### config.mk
export PLATFORM = sky130hd
export DESIGN_NAME = uart_rx
export DESIGN_NICKNAME = d
export VERILOG_FILES = /design/src/rtl/uart_rx.sv
export SDC_FILE = /design/constraint.sdc
export NUM_CORES = 1
export LEC_CHECK = 0
export CAP_MARGIN = 0
export CORE_AREA = 2 2 106 67
export CTS_CLUSTER_SIZE = 12
export DETAILED_ROUTE_END_ITERATION = 10
export DIE_AREA = 0 0 108 69
export GPL_ROUTABILITY_DRIVEN = 0
export MAX_ROUTING_LAYER = met4
export PLACE_DENSITY = 0.49
export SLEW_MARGIN = 40
export SYNTH_ARGS = -nofsm -noshare
export SYNTH_HDL_FRONTEND = slang
export SYNTH_SLANG_ARGS = --single-unit
### constraint.sdc
create_clock -name clk -period 2.2 [get_ports clk]
set_input_delay 0.44 -clock clk [delete_from_list [all_inputs] [get_ports clk]]
set_output_delay 0.44 -clock clk [all_outputs]
set_load 0.05 [all_outputs]
### src/rtl/uart_rx.sv
// UART receiver: 16x oversampled, 3-sample majority per bit, 8 data bits LSB first,
// optional parity, stop-bit check and a one-clock rdsig strobe per received frame.
module uart_rx #(
    parameter logic PARITY_EN   = 1'b0,
    parameter logic PARITY_MODE = 1'b0
) (
    input  logic       clk,
    input  logic       rst_n,
    input  logic       rx,
    output logic [7:0] dataout,
    output logic       rdsig,
    output logic       parity_err,
    output logic       frame_err,
    output logic       busy
);

    typedef enum logic [1:0] {
        IDLE,
        RECV,
        WAIT_HIGH
    } state_t;

    // Count value at which the stop bit is decided, and its slot index.
    localparam logic [7:0] LAST_CNT = PARITY_EN ? 8'd169 : 8'd153;
    localparam logic [3:0] STOP_K   = PARITY_EN ? 4'd10 : 4'd9;

    logic       sync1_q, sync2_q;
    state_t     state_q, state_d;
    logic [7:0] cnt_q, cnt_d;
    logic [1:0] smp_q, smp_d;
    logic [7:0] shift_q, shift_d;
    logic       par_q, par_d;
    logic       stop_q, stop_d;
    logic [7:0] dataout_q, dataout_d;
    logic       rdsig_q, rdsig_d;
    logic       perr_q, perr_d;
    logic       ferr_q, ferr_d;
    logic       busy_q, busy_d;

    logic       rx_s;
    logic       maj;
    logic [3:0] slot;

    assign rx_s = sync2_q;
    assign slot = cnt_q[7:4];
    assign maj  = (smp_q[0] & smp_q[1]) | (smp_q[0] & rx_s) | (smp_q[1] & rx_s);

    always_ff @(posedge clk or negedge rst_n) begin
        if (!rst_n) begin
            sync1_q <= 1'b1;
            sync2_q <= 1'b1;
        end else begin
            sync1_q <= rx;
            sync2_q <= sync1_q;
        end
    end

    always_ff @(posedge clk or negedge rst_n) begin
        if (!rst_n) begin
            state_q   <= IDLE;
            cnt_q     <= 8'd0;
            smp_q     <= 2'b11;
            shift_q   <= 8'd0;
            par_q     <= 1'b0;
            stop_q    <= 1'b1;
            dataout_q <= 8'd0;
            rdsig_q   <= 1'b0;
            perr_q    <= 1'b0;
            ferr_q    <= 1'b0;
            busy_q    <= 1'b0;
        end else begin
            state_q   <= state_d;
            cnt_q     <= cnt_d;
            smp_q     <= smp_d;
            shift_q   <= shift_d;
            par_q     <= par_d;
            stop_q    <= stop_d;
            dataout_q <= dataout_d;
            rdsig_q   <= rdsig_d;
            perr_q    <= perr_d;
            ferr_q    <= ferr_d;
            busy_q    <= busy_d;
        end
    end

    always_comb begin
        state_d   = state_q;
        cnt_d     = cnt_q;
        smp_d     = smp_q;
        shift_d   = shift_q;
        par_d     = par_q;
        stop_d    = stop_q;
        dataout_d = dataout_q;
        rdsig_d   = 1'b0;
        perr_d    = perr_q;
        ferr_d    = ferr_q;
        busy_d    = busy_q;

        unique case (state_q)
            IDLE: begin
                if (!rx_s) begin
                    state_d = RECV;
                    cnt_d   = 8'd0;
                    busy_d  = 1'b1;
                end
            end

            RECV: begin
                cnt_d = cnt_q + 8'd1;
                if (cnt_q[3:0] == 4'd7) smp_d[0] = rx_s;
                if (cnt_q[3:0] == 4'd8) smp_d[1] = rx_s;

                if (cnt_q == LAST_CNT + 8'd1) begin
                    // Frame complete: publish byte and flags together.
                    rdsig_d   = 1'b1;
                    busy_d    = 1'b0;
                    cnt_d     = 8'd0;
                    dataout_d = shift_q;
                    ferr_d    = ~stop_q;
                    perr_d    = PARITY_EN & (par_q ^ (^shift_q) ^ PARITY_MODE);
                    state_d   = stop_q ? IDLE : WAIT_HIGH;
                end else if (cnt_q[3:0] == 4'd9) begin
                    if (slot == 4'd0) begin
                        if (maj) begin
                            state_d = IDLE;
                            busy_d  = 1'b0;
                            cnt_d   = 8'd0;
                        end
                    end else if (slot <= 4'd8) begin
                        shift_d = {maj, shift_q[7:1]};
                    end else if (slot == STOP_K) begin
                        stop_d = maj;
                    end else begin
                        par_d = maj;
                    end
                end
            end

            WAIT_HIGH: begin
                if (rx_s) state_d = IDLE;
            end

            default: begin
                state_d = IDLE;
                busy_d  = 1'b0;
            end
        endcase
    end

    assign dataout    = dataout_q;
    assign rdsig      = rdsig_q;
    assign parity_err = perr_q;
    assign frame_err  = ferr_q;
    assign busy       = busy_q;

endmodule

==> run summary <==
status: completed
worst r2r src: cnt_q[4]
Setup Skew: 0.00515 ns
peak supply drop: 402 uV
die width: 108 um
Critical Path Stages: 1
clock slew at reported path FFs: 0.07 ns
Synth Area in Simple Gates: 13.1%
Synth Area in Adders: 3.84%
CTS tree: done
fin crit share: 85.6%
core area: 6470 um^2
final WL: 2940 um
residual DRC count: 0
R2R Setup Slk: 0.46 ns
commonest cells after routing, fill and taps aside: 29 x dfrtp_1, 19 x mux2_2, 13 x clkdlybuf4s50_1
maximum clock rate: 0.531 GHz
Die ar.: 7450 um^2
most common cell after layout, fill and taps aside: dfrtp_1
mean area per synthesized cell: 11.9 um^2
Post-Place Worst Slack: 0.204 ns
via count: 1048
Die Y: 69 um
Critical Path Source: dataout[5]
Root Buffer: clkbuf_8
share of cells above drive strength 1: 27.2%
Worst Hold Margin: 0.356 ns
syn nets: 138
Setup crit start kind: flop
number of fillers in the final layout: 654
max-slew violations: 0
Seq cells post-synth: 34
Synth Area in XOR/XNOR: 0%
Cell Pwr Density: 949 nW/um^2
Final Hold Viols: 0
Unique masters post-synth: 37
CP Capture Type: output pin
largest family of logic cells by synthesized area: multiplexers
CP Class: flop to output pin
Post-CTS Resized: 0
CP bufs+invs: 1
Sink Count: 34
Final TNS setup: 0 ns
sequential fraction of the synthesis area: 54.8%
Static Leakage: 0.848 nW
Syn Inst Count: 131
DR WL/cell: 12.3 um
CP cell instances: clkdlybuf4s50_1
gr ovfl total: 0
first-pass GRT wire length: 5250 um
DRT antenna net count: 0
Max Fanout on Critical Path: 2
reg2reg end: busy
Rows: 23
Num CTS Buffers: 5
total of max-cap violations: 0
Starting DRT DRC Count: 37
Worst Path Arrival: 1.44 ns
Ys Warns: 0
largest net degree at the start of global routing: 35
fin crit period: 1.88 ns
Min-Delay Path Class: flop to flop
worst slew pin tran: 0.497 ns
H-tree depth: 2
vias per inst: 4.40
buffers added on ports: 13
layout overhead on the synthesized area: 21.5%
antenna violations before repair: 0
FF-to-FF path depth: 5
starting density of the core: 24.2%
crit path max-delay cell type: clkdlybuf4s50_1
Largest stage delay, worst path: 0.81 ns
CP endpoint: dataout[5]
gr usage total: 9.30%
DP HPWL: 2100 um
setup slack after layout: 0.316 ns
Compound-Gate Fraction of Synth Area: 10.4%
Final Net Count: 157
worst path required time: 1.76 ns
CP top delay family: buffers and inverters
slew margin rel.: 66.7%
Pre-antenna DRT Iters: 4
vias in the first global route: 1086
mapped cell area: 1560 um^2
I/O pins: 15
post-synthesis mux area share: 13.7%
clk_lat worst skew: 0.28 ns
RSZ-0062 raised after global routing: no
Setup violations, final: 0
Max Root-Sink Buffers: 2
ant diodes: 0
## per-layer routing
layer	GRT usage [%]	up-vias	wire, um
met5	-	-	0
met4	3.85	0	45
met3	3.22	4	141
met2	12.4	20	1220
met1	12.7	518	1530
li1	-	506	-
## cell type report
class	instances	area [um^2]	area share, %
Sequential cell	34	857	45.1
Inverter	8	30.0	1.58
Clock buffer	7	86.3	4.54
Tap cell	87	109	5.73
Clock inverter	1	5.00	0.263
Multi-Input combinational cell	83	646	34.0
Timing Repair Buffer	18	168	8.82
## Yosys cell counts
master     count  area share [%]
dfrtp_1       29              46
mux2_2        19              14
inv_1          8             1.9
a31oi_1        7             2.8
nand2_1        6             1.4
o21ai_0        6             1.9
dfstp_2        5             8.4
nand3_1        5             1.6
buf_2          4             1.3
ha_1           4             3.2
nand4_1        4             1.6
nor2_1         4            0.96
o211ai_1       3             1.4
and3_1         2            0.80
nor3_1         2            0.64
o22ai_1        2            0.80
a211o_1        1            0.56
a211oi_1       1            0.48
a21o_1         1            0.48
a21oi_1        1            0.32
a2bb2oi_1      1            0.56
and2_1         1            0.40
and2b_2        1            0.56
and4bb_2       1            0.80
buf_4          1            0.48
clkbuf_1       1            0.24
conb_1         1            0.24
maj3_1         1            0.64
nand2_2        1            0.40
nand3b_1       1            0.48
nor2b_1        1            0.40
nor4_2         1            0.80
nor4_4         1             1.4
o31a_1         1            0.56
o31ai_1        1            0.48
or2b_1         1            0.48
or3_1          1            0.40
## registers in the layout (all words and copies together) (netlist names)
register,flops
busy,1
frame_err,1
dataout,8
sync1_q,1
shift_q,8
rdsig,1
smp_q,2
state_q,2
rx_s,1
stop_q,1
cnt_q,8
## timing repair
item,in CTS,in global routing
hold buffers,0,0
setup buffers,0,1
setup endpoints to repair,0,1
## cells by family after synthesis
family,after synthesis
flops,34
simple gates,33
other cells,1
fa+ha+maj,5
compound gates,25
buf+inv,14
mux,19
## where the power goes
part           internal (mW)  switching (mW)  total (mW)
clock                  0.252           0.216       0.469
combinational          0.212           0.284       0.496
sequential             0.731           0.107       0.838
total                   1.20           0.607        1.80
## worst min-delay path by stage
stage | from | to | slack (ns) | depth (start not counted)
after global placement | sync1_q | rx_s | 0.35 | 0
after floorplan | rst_n | busy | 0.14 | 0
final | sync1_q | rx_s | 0.36 | 0
after CTS | sync1_q | rx_s | 0.36 | 0
after detailed placement | sync1_q | rx_s | 0.35 | 0
after global routing | sync1_q | rx_s | 0.36 | 0
## through the flow
step | instances | utilization [%] | power [mW] | instance area (um^2)
floorplan | 131 | - | 1.21 | 1560
global placement | 229 | 27.8 | 1.34 | 1800
detailed placement | 229 | 27.8 | 1.34 | 1800
CTS | 237 | 29.2 | 1.82 | 1890
global route | 238 | 29.4 | 1.94 | 1900
finish | 238 | 29.4 | 1.80 | 1900
Power figures use the tool's default switching activity.
